`config.mk`:
```
export PLATFORM = sky130hd
export DESIGN_NAME = uart_tx_fifo
export DESIGN_NICKNAME = d
export VERILOG_FILES = /design/src/rtl/uart_tx_fifo.sv
export SDC_FILE = /design/constraint.sdc
export NUM_CORES = 1
export LEC_CHECK = 0
export ABC_AREA = 0
export CORE_MARGIN = 10
export CORE_UTILIZATION = 55
export CTS_CLUSTER_SIZE = 28
export DETAILED_ROUTE_END_ITERATION = 7
export PLACE_DENSITY = 0.76
export SLEW_MARGIN = 15
export SYNTH_ARGS = -nofsm -noshare
export SYNTH_HDL_FRONTEND = slang
export SYNTH_SLANG_ARGS = --single-unit
```
`constraint.sdc`:
```
create_clock -name clk -period 5 [get_ports clk]
set_input_delay 1 -clock clk [delete_from_list [all_inputs] [get_ports clk]]
set_output_delay 1 -clock clk [all_outputs]
set_load 0.005 [all_outputs]
```
`src/rtl/uart_tx_fifo.sv`:
```
// Buffered UART transmitter: a producer-side FIFO feeding a serialiser with
// 5..8 data bits, optional even/odd parity, 1 or 2 stop bits and a runtime bit divisor.
module uart_tx_fifo #(
  parameter int DATA_BITS  = 8,
  parameter int FIFO_DEPTH = 16,
  parameter int DIV_W      = 16,
  parameter int CNT_W      = 5
) (
  input  logic                 clk,
  input  logic                 rst,
  input  logic [DATA_BITS-1:0] wr_data,
  input  logic                 wr_en,
  output logic                 wr_ready,
  input  logic [DIV_W-1:0]     baud_div,
  input  logic [1:0]           parity_mode,
  input  logic                 stop2,
  input  logic                 ovf_clr,
  output logic                 txd,
  output logic                 tx_busy,
  output logic                 frame_done,
  output logic [CNT_W-1:0]     fifo_count,
  output logic                 fifo_empty,
  output logic                 overflow
);

  localparam int AW = $clog2(FIFO_DEPTH);
  localparam int BW = $clog2(DATA_BITS);

  typedef enum logic [2:0] {
    IDLE,
    START,
    DATA,
    PARITY,
    STOP
  } state_t;

  logic [DATA_BITS-1:0] mem [FIFO_DEPTH];
  logic [AW-1:0]        wr_ptr;
  logic [AW-1:0]        rd_ptr;
  logic [CNT_W-1:0]     count;
  logic [CNT_W-1:0]     count_next;
  logic                 push;
  logic                 pop;
  logic [DATA_BITS-1:0] head;

  state_t               state;
  state_t               state_next;
  logic [DIV_W-1:0]     tick;
  logic [DIV_W-1:0]     tick_next;
  logic [BW-1:0]        bit_idx;
  logic [BW-1:0]        bit_next;
  logic                 stop_idx;
  logic                 stop_next;
  logic [DATA_BITS-1:0] shreg;
  logic [DATA_BITS-1:0] shift_next;
  logic [DIV_W-1:0]     div_q;
  logic                 par_en_q;
  logic                 par_bit_q;
  logic                 stop2_q;
  logic [DIV_W-1:0]     eff_div;
  logic [DIV_W-1:0]     reload;
  logic                 txd_next;
  logic                 done_next;

  assign head       = mem[rd_ptr];
  assign push       = wr_en && wr_ready;
  assign fifo_count = count;
  assign fifo_empty = (count == '0);
  assign count_next = count + CNT_W'(push) - CNT_W'(pop);
  assign eff_div    = (baud_div < DIV_W'(2)) ? DIV_W'(2) : baud_div;
  assign reload     = div_q - DIV_W'(1);

  always_ff @(posedge clk) begin
    if (push) begin
      mem[wr_ptr] <= wr_data;
    end
  end

  // A write attempted while full is dropped and flags overflow, even if a pop
  // frees a slot in the same cycle, because acceptance follows the registered wr_ready.
  always_ff @(posedge clk) begin
    if (rst) begin
      wr_ptr   <= '0;
      rd_ptr   <= '0;
      count    <= '0;
      wr_ready <= 1'b1;
      overflow <= 1'b0;
    end else begin
      if (push) begin
        wr_ptr <= wr_ptr + AW'(1);
      end
      if (pop) begin
        rd_ptr <= rd_ptr + AW'(1);
      end
      count    <= count_next;
      wr_ready <= (count_next != CNT_W'(FIFO_DEPTH));
      if (wr_en && !wr_ready) begin
        overflow <= 1'b1;
      end else if (ovf_clr) begin
        overflow <= 1'b0;
      end
    end
  end

  always_comb begin
    state_next = state;
    tick_next  = tick;
    bit_next   = bit_idx;
    stop_next  = stop_idx;
    shift_next = shreg;
    pop        = 1'b0;
    txd_next   = 1'b1;
    done_next  = 1'b0;
    case (state)
      IDLE: begin
        if (!fifo_empty) begin
          pop        = 1'b1;
          state_next = START;
          tick_next  = eff_div - DIV_W'(1);
        end
      end
      START: begin
        txd_next = 1'b0;
        if (tick == '0) begin
          state_next = DATA;
          tick_next  = reload;
          bit_next   = '0;
        end else begin
          tick_next = tick - DIV_W'(1);
        end
      end
      DATA: begin
        txd_next = shreg[0];
        if (tick == '0) begin
          tick_next  = reload;
          shift_next = shreg >> 1;
          if (bit_idx == BW'(DATA_BITS - 1)) begin
            state_next = par_en_q ? PARITY : STOP;
            stop_next  = 1'b0;
          end else begin
            bit_next = bit_idx + BW'(1);
          end
        end else begin
          tick_next = tick - DIV_W'(1);
        end
      end
      PARITY: begin
        txd_next = par_bit_q;
        if (tick == '0) begin
          state_next = STOP;
          stop_next  = 1'b0;
          tick_next  = reload;
        end else begin
          tick_next = tick - DIV_W'(1);
        end
      end
      STOP: begin
        txd_next = 1'b1;
        if (tick == '0) begin
          if (stop2_q && !stop_idx) begin
            stop_next = 1'b1;
            tick_next = reload;
          end else begin
            done_next = 1'b1;
            // Chain straight into the next start bit so queued frames leave no idle gap.
            if (!fifo_empty) begin
              pop        = 1'b1;
              state_next = START;
              tick_next  = eff_div - DIV_W'(1);
            end else begin
              state_next = IDLE;
            end
          end
        end else begin
          tick_next = tick - DIV_W'(1);
        end
      end
      default: begin
        state_next = IDLE;
      end
    endcase
  end

  // Pin outputs are registered from the current state, so txd follows the FSM by one cycle.
  always_ff @(posedge clk) begin
    if (rst) begin
      state      <= IDLE;
      tick       <= '0;
      bit_idx    <= '0;
      stop_idx   <= 1'b0;
      shreg      <= '0;
      div_q      <= DIV_W'(2);
      par_en_q   <= 1'b0;
      par_bit_q  <= 1'b0;
      stop2_q    <= 1'b0;
      txd        <= 1'b1;
      tx_busy    <= 1'b0;
      frame_done <= 1'b0;
    end else begin
      state      <= state_next;
      tick       <= tick_next;
      bit_idx    <= bit_next;
      stop_idx   <= stop_next;
      txd        <= txd_next;
      tx_busy    <= (state != IDLE);
      frame_done <= done_next;
      if (pop) begin
        shreg     <= head;
        div_q     <= eff_div;
        par_en_q  <= (parity_mode == 2'b01) || (parity_mode == 2'b10);
        par_bit_q <= (^head) ^ (parity_mode == 2'b10);
        stop2_q   <= stop2;
      end else begin
        shreg <= shift_next;
      end
    end
  end

endmodule

```
# After elaboration in Yosys (flattened, before gate mapping)
# Memory sizes are Yosys's and may differ from the RTL's. A register that Yosys moved wholly into a read port is not among the register bits.
# Index checks and enable logic that the tools add are counted.
# Widths: inputs -> output; s select.
totals:
  ff_bits: 68
  ram_bits: 128
  n_memories: 1
  in_bits: 31
mem_list:
  columns: ["name", "depth", "width", "read_ports", "rd_clocked_by_memory_dff", "wr", "line_no", "rtl"]
  rows:
  - ["mem", 16, 8, 1, 1, 1, "37", "logic [DATA_BITS-1:0] mem [FIFO_DEPTH];"]
op_classes:
  addsub: 8
  n_mux: 41
  bitwise_logic: 3
  magnitude_cmp: 1
  reduce_logical: 23
  n_eq_ne: 17
ops:
  columns: ["operator", "count"]
  rows:
  - ["$mux 16", 5]
  - ["$pmux 16 s3", 1]
  - ["$sub 16x1->16 const B", 3]
  - ["$mux 3", 11]
  - ["$mux 8", 3]
  - ["$ne 2x2->1 const B", 9]
  - ["$logic_not 16->1", 1]
  - ["$lt 16x2->1 const B", 1]
  - ["$pmux 3 s5", 1]
  - ["$mux 1", 14]
  - ["$reduce_bool 3->1", 3]
  - ["$add 4x1->4 const B", 2]
  - ["$mux 4", 2]
  - ["$reduce_bool 2->1", 4]
  - ["$reduce_xor 8->1", 1]
  - ["$reduce_and 7->1", 1]
  - ["$eq 3x2->1 const B", 2]
  - ["$eq 3x3->1 const B", 2]
  - ["$pmux 1 s3", 2]
  - ["$pmux 3 s2", 1]
  - ["$reduce_and 6->1", 1]
  - ["$reduce_or 3->1", 2]
  - ["$add 5x1->5", 1]
  - ["$logic_not 5->1", 1]
  - ["other kinds (15)", 19]

# Depth between registers and ports, before layout
logic_depth:
  word_depth: 7
  depth_mapped: 20

# Worst setup path after synthesis
# No wires, ideal clock.
synth_path:
  path_type: "in2reg"
  from: "input port baud_div[6]"
  to: "register tick[10]"
  setup_slack_ps: 423
  setup_time_ps: 58
  arrival_ps: 4519
  path_buffers: 2
  cell_stages: 15
  path_cell_list: "or4_1 clkbuf_1 nor4_1 nand2_1 and2_1 inv_1 ha_1 or4b_2 clkbuf_1 or4_1 a31oi_1 a21oi_1 a21o_1 a21oi_1 o221a_2"
synth_via:
  elab_chain_cells: 7
synth_lines:
  columns: ["element", "line_no", "rtl"]
  rows:
  - ["start, declared", "14", "input logic [DIV_W-1:0] baud_div,"]
  - ["$lt 16x2->1", "70", "assign eff_div = (baud_div < DIV_W'(2)) ? DIV_W'(2) : baud_div;"]
  - ["$mux 16 (*)", "70", null]
  - ["$sub 16x1->16 (*)", "119, 169", null]
  - ["$mux 16 (*)", "116, 166", null]
  - ["$mux 16", "160", "if (stop2_q && !stop_idx) begin"]
  - ["$mux 16", "159", "if (tick == '0) begin"]
  - ["$pmux 16 s3 (*)", "114", "case (state)"]
  - ["end signal, assigned", "201", "tick <= tick_next;"]
  - ["end, declared", "48", "logic [DIV_W-1:0] tick;"]
# Mark *: on every way between the ends. The rest lies on a longest branch, timed or not.
# A chain may end at the register's enable or synchronous reset.

# Final worst setup path
# Ends and elaborated chain as after synthesis.

==> run_results.csv <==
group,metric,value,unit
outcome,status,"finished, final reports clean",
setup_path,startpoint,"baud_div[6]",
global_route,grt_pass1_vias,6535,
synthesis,syn_area_per_cell,11.88,µm²
cts,htree_levels,4,
sta,tns,0,ns
setup_path,reg2regPathDepth,16,
setup_path,r2r-end,"wr_ready",
floorplan,ioPinCount,42,
cts,cts_hold_buf,0,
synthesis,synth_ff_type,"edfxtp_1",
finish,finalInstanceArea,10590,µm²
cts,cts_buffers,17,
sta,finalHoldViolCount,0,
floorplan,chipWidth,150.0,µm
sta,final.period_utilization,0.9005,
global_route,grt_pass1_wl,35.18,mm
min_path,holdCritPathClass,"reg2reg",
finish,drive_gt1_frac,0.1395,
setup_path,crit_type,"in2reg",
detailed_routing,routed_via_density,6.172,
setup_path,r2r_slack,1.22,ns
place,dpl_cell_area,9973,µm²
synthesis,synth_edf_count,128,
floorplan,fp.dieArea,22510,µm²
finish,nets,875,
sta,grt_setup_unrepaired,"no",
setup_path,r2r_start,"fifo_count[2]",
detailed_routing,first_pass_iters,5,
synthesis,syn_nets,832,
sta,slew_headroom,0.3614,
sta,final_max_slew_viol_count,0,
setup_path,crit_fanout,4,
setup_path,crit_end,"tick[10]",
setup_path,cp_data_arrival_time,4.89,ns
floorplan,num_rows,47,
power,p_leak,0.003591,µW
floorplan,initial_core_util,0.5608,
power,p_per_area,557.7,nW/µm²
synthesis,synth_cells,783,
global_route,overflow,0,
sta,max_freq,222.1,MHz
sta,fin_crit,4.502,ns
place,port-buffer-count,41,
detailed_routing,ant_nets,0,
synthesis,synth_cell_types,66,
detailed_routing,drt-total-wl,21.98,mm
detailed_routing,drc_errors,0,
detailed_routing,drtIter0Drc,533,
synthesis,ys_ff_latch,200,
cts,cts_setup_buffers,0,
place,place_hpwl,15.51,mm
setup_path,worst_setup_path_start_kind,"primary input",
synthesis,ys_warn_count,0,
cts,cts_sinks,200,
place,gp_congestion,0.8992,
cts,cts_root_buffer,"clkbuf_16",
finish,diodes,0,
synthesis,synth_area,9300,µm²
job,max-cap-violations,0,
global_route,grt_max_degree,63,
finish,area_growth,13.84,%
cts,path_clk_slew,0.08,ns
floorplan,die_y,150.0,µm
cts,clockBufferDepth,2,
sta,tightest_slew,0.9567,ns
synthesis,synth-seq-area-share,0.5683,
cts,clkLatencyLatePin,0.44,ns
setup_path,worstSetupEndpointType,"flip-flop",
cts,cts_resized,0,
setup_path,cp_data_required_time,5.39,ns
global_route,grt_use_total,0.2014,
sta,clock-skew-final,0.01291,ns
global_route,antenna_found_initial,0,
sta,setup_viol,0,
power,ir_drop,0.0002974,V
detailed_routing,wl_per_cell,20.76,µm
cts,cts_tree,"built",
synthesis,async_flop_share,0,
detailed_routing,num_vias,6536,
floorplan,core_area,16580,µm²
-- critical path, cell delays in order --
cell and delay [ns]:
clkdlybuf4s50_1 0.42, or4_1 0.55, nor4_1 0.26, buf_4 0.18
nand2_1 0.06, and2_1 0.18, inv_1 0.06, ha_1 0.19
or4b_2 0.63, or4_1 0.42, a31oi_1 0.29, a21oi_1 0.13
a21o_1 0.19, a21oi_1 0.14, o221a_2 0.19
-- placed cells by master, fill, tap and decap left out, types with 23 or more instances in the layout --
cell | Yosys | final
edfxtp_1 | 128 | 128
xnor2_1 | 23 | 23
buf_4 | 1 | 26
nor3_1 | 26 | 26
clkdlybuf4s50_1 | 0 | 40
nand2_1 | 86 | 86
a21oi_1 | 62 | 62
nor2_1 | 71 | 71
mux4_2 | 36 | 36
dfxtp_1 | 72 | 71
-- synth_stat cells (4+ instances only) --
cell type,count,area share
o22ai_1,7,0.0047
a211oi_1,11,0.0089
o21ai_0,22,0.012
mux4_2,36,0.087
a21oi_1,62,0.033
dfxtp_1,72,0.15
xor2_1,21,0.020
nor2b_1,6,0.0040
a31oi_1,6,0.0040
or3_1,5,0.0034
nand2b_1,7,0.0047
o31ai_1,4,0.0032
inv_1,22,0.0089
nand2_1,86,0.035
nand3_1,17,0.0091
xnor2_1,23,0.022
buf_6,4,0.0048
or4_1,7,0.0057
clkbuf_1,28,0.011
nor2_1,71,0.029
ha_1,17,0.023
buf_2,7,0.0038
nor3_1,26,0.014
edfxtp_1,128,0.41
a22oi_1,12,0.0097
nand3b_1,5,0.0040
nor4_1,8,0.0054
-- where the power goes --
group | total, µW | switching [µW] | internal [µW]
combinational | 2220 | 1190 | 1030
clock | 1410 | 683 | 729
sequential | 2270 | 294 | 1980
-- worst min path at each step --
stage / to / startpoint / cells after the start
6_report: par_bit_q / par_bit_q / 2
5_1_grt: shreg[1] / shreg[1] / 2
4_1_cts: shreg[0] / shreg[0] / 2
3_5_place_dp: shreg[0] / shreg[0] / 2
3_3_place_gp: shreg[1] / shreg[1] / 2
2_1_floorplan: par_bit_q / par_bit_q / 2
-- routing by layer --
layer,routed length (µm),up-vias,share of wire,track usage
met4,707,0,0.032,0.09184
met5,0,-,0,0
met2,11240,263,0.51,0.3457
met3,1349,55,0.061,0.04046
met1,8686,3217,0.40,0.2391
li1,-,3001,-,-
-- through the flow --
step           total power (µW)  utilization  setup WS, ns  cells  hold slack, ns
2_1_floorplan              3897            -        0.4229    783          0.4319
3_3_place_gp               4411       0.6014        0.1363   1027          0.4445
3_5_place_dp               4499       0.6014        0.1014   1027          0.4523
4_1_cts                    5897       0.6384        0.5407   1059          0.4625
5_1_grt                    6227       0.6384        0.2358   1059          0.4772
6_report                   5905       0.6384        0.4976   1059          0.4605
-- registers in the layout, indices dropped and copies added (netlist names), 3 cells and up, named ones only --
| signal | count |
|---|---|
| bit_idx | 3 |
| div_q | 16 |
| fifo_count | 5 |
| mem | 128 |
| rd_ptr | 4 |
| shreg | 8 |
| state | 3 |
| tick | 16 |
| wr_ptr | 4 |
-- layout make-up --
type                       instances  area [µm²]
inverter                          25       93.84
clock buffer                      18       429.2
fill                            1241        5996
timing repair buffer              67       600.6
tap                              220       275.3
clock inverter                    14       185.2
sequential                       200        5286
multi-input combinational        515        3717
-- cells by family (layout without fill, tap and decap cells) --
family / Yosys count / in the layout / share of synthesized area
adders and majority gates: 20 / 20 / 0.02731
AOI/OAI and AO/OA: 154 / 154 / 0.1055
and+or+nand+nor: 257 / 257 / 0.1298
xor gates and xnor gates: 47 / 47 / 0.04870
DFF: 200 / 200 / 0.5683
buffers and inverters: 68 / 124 / 0.03202
muxes: 37 / 37 / 0.08839
(Power assumes the default switching activity.)
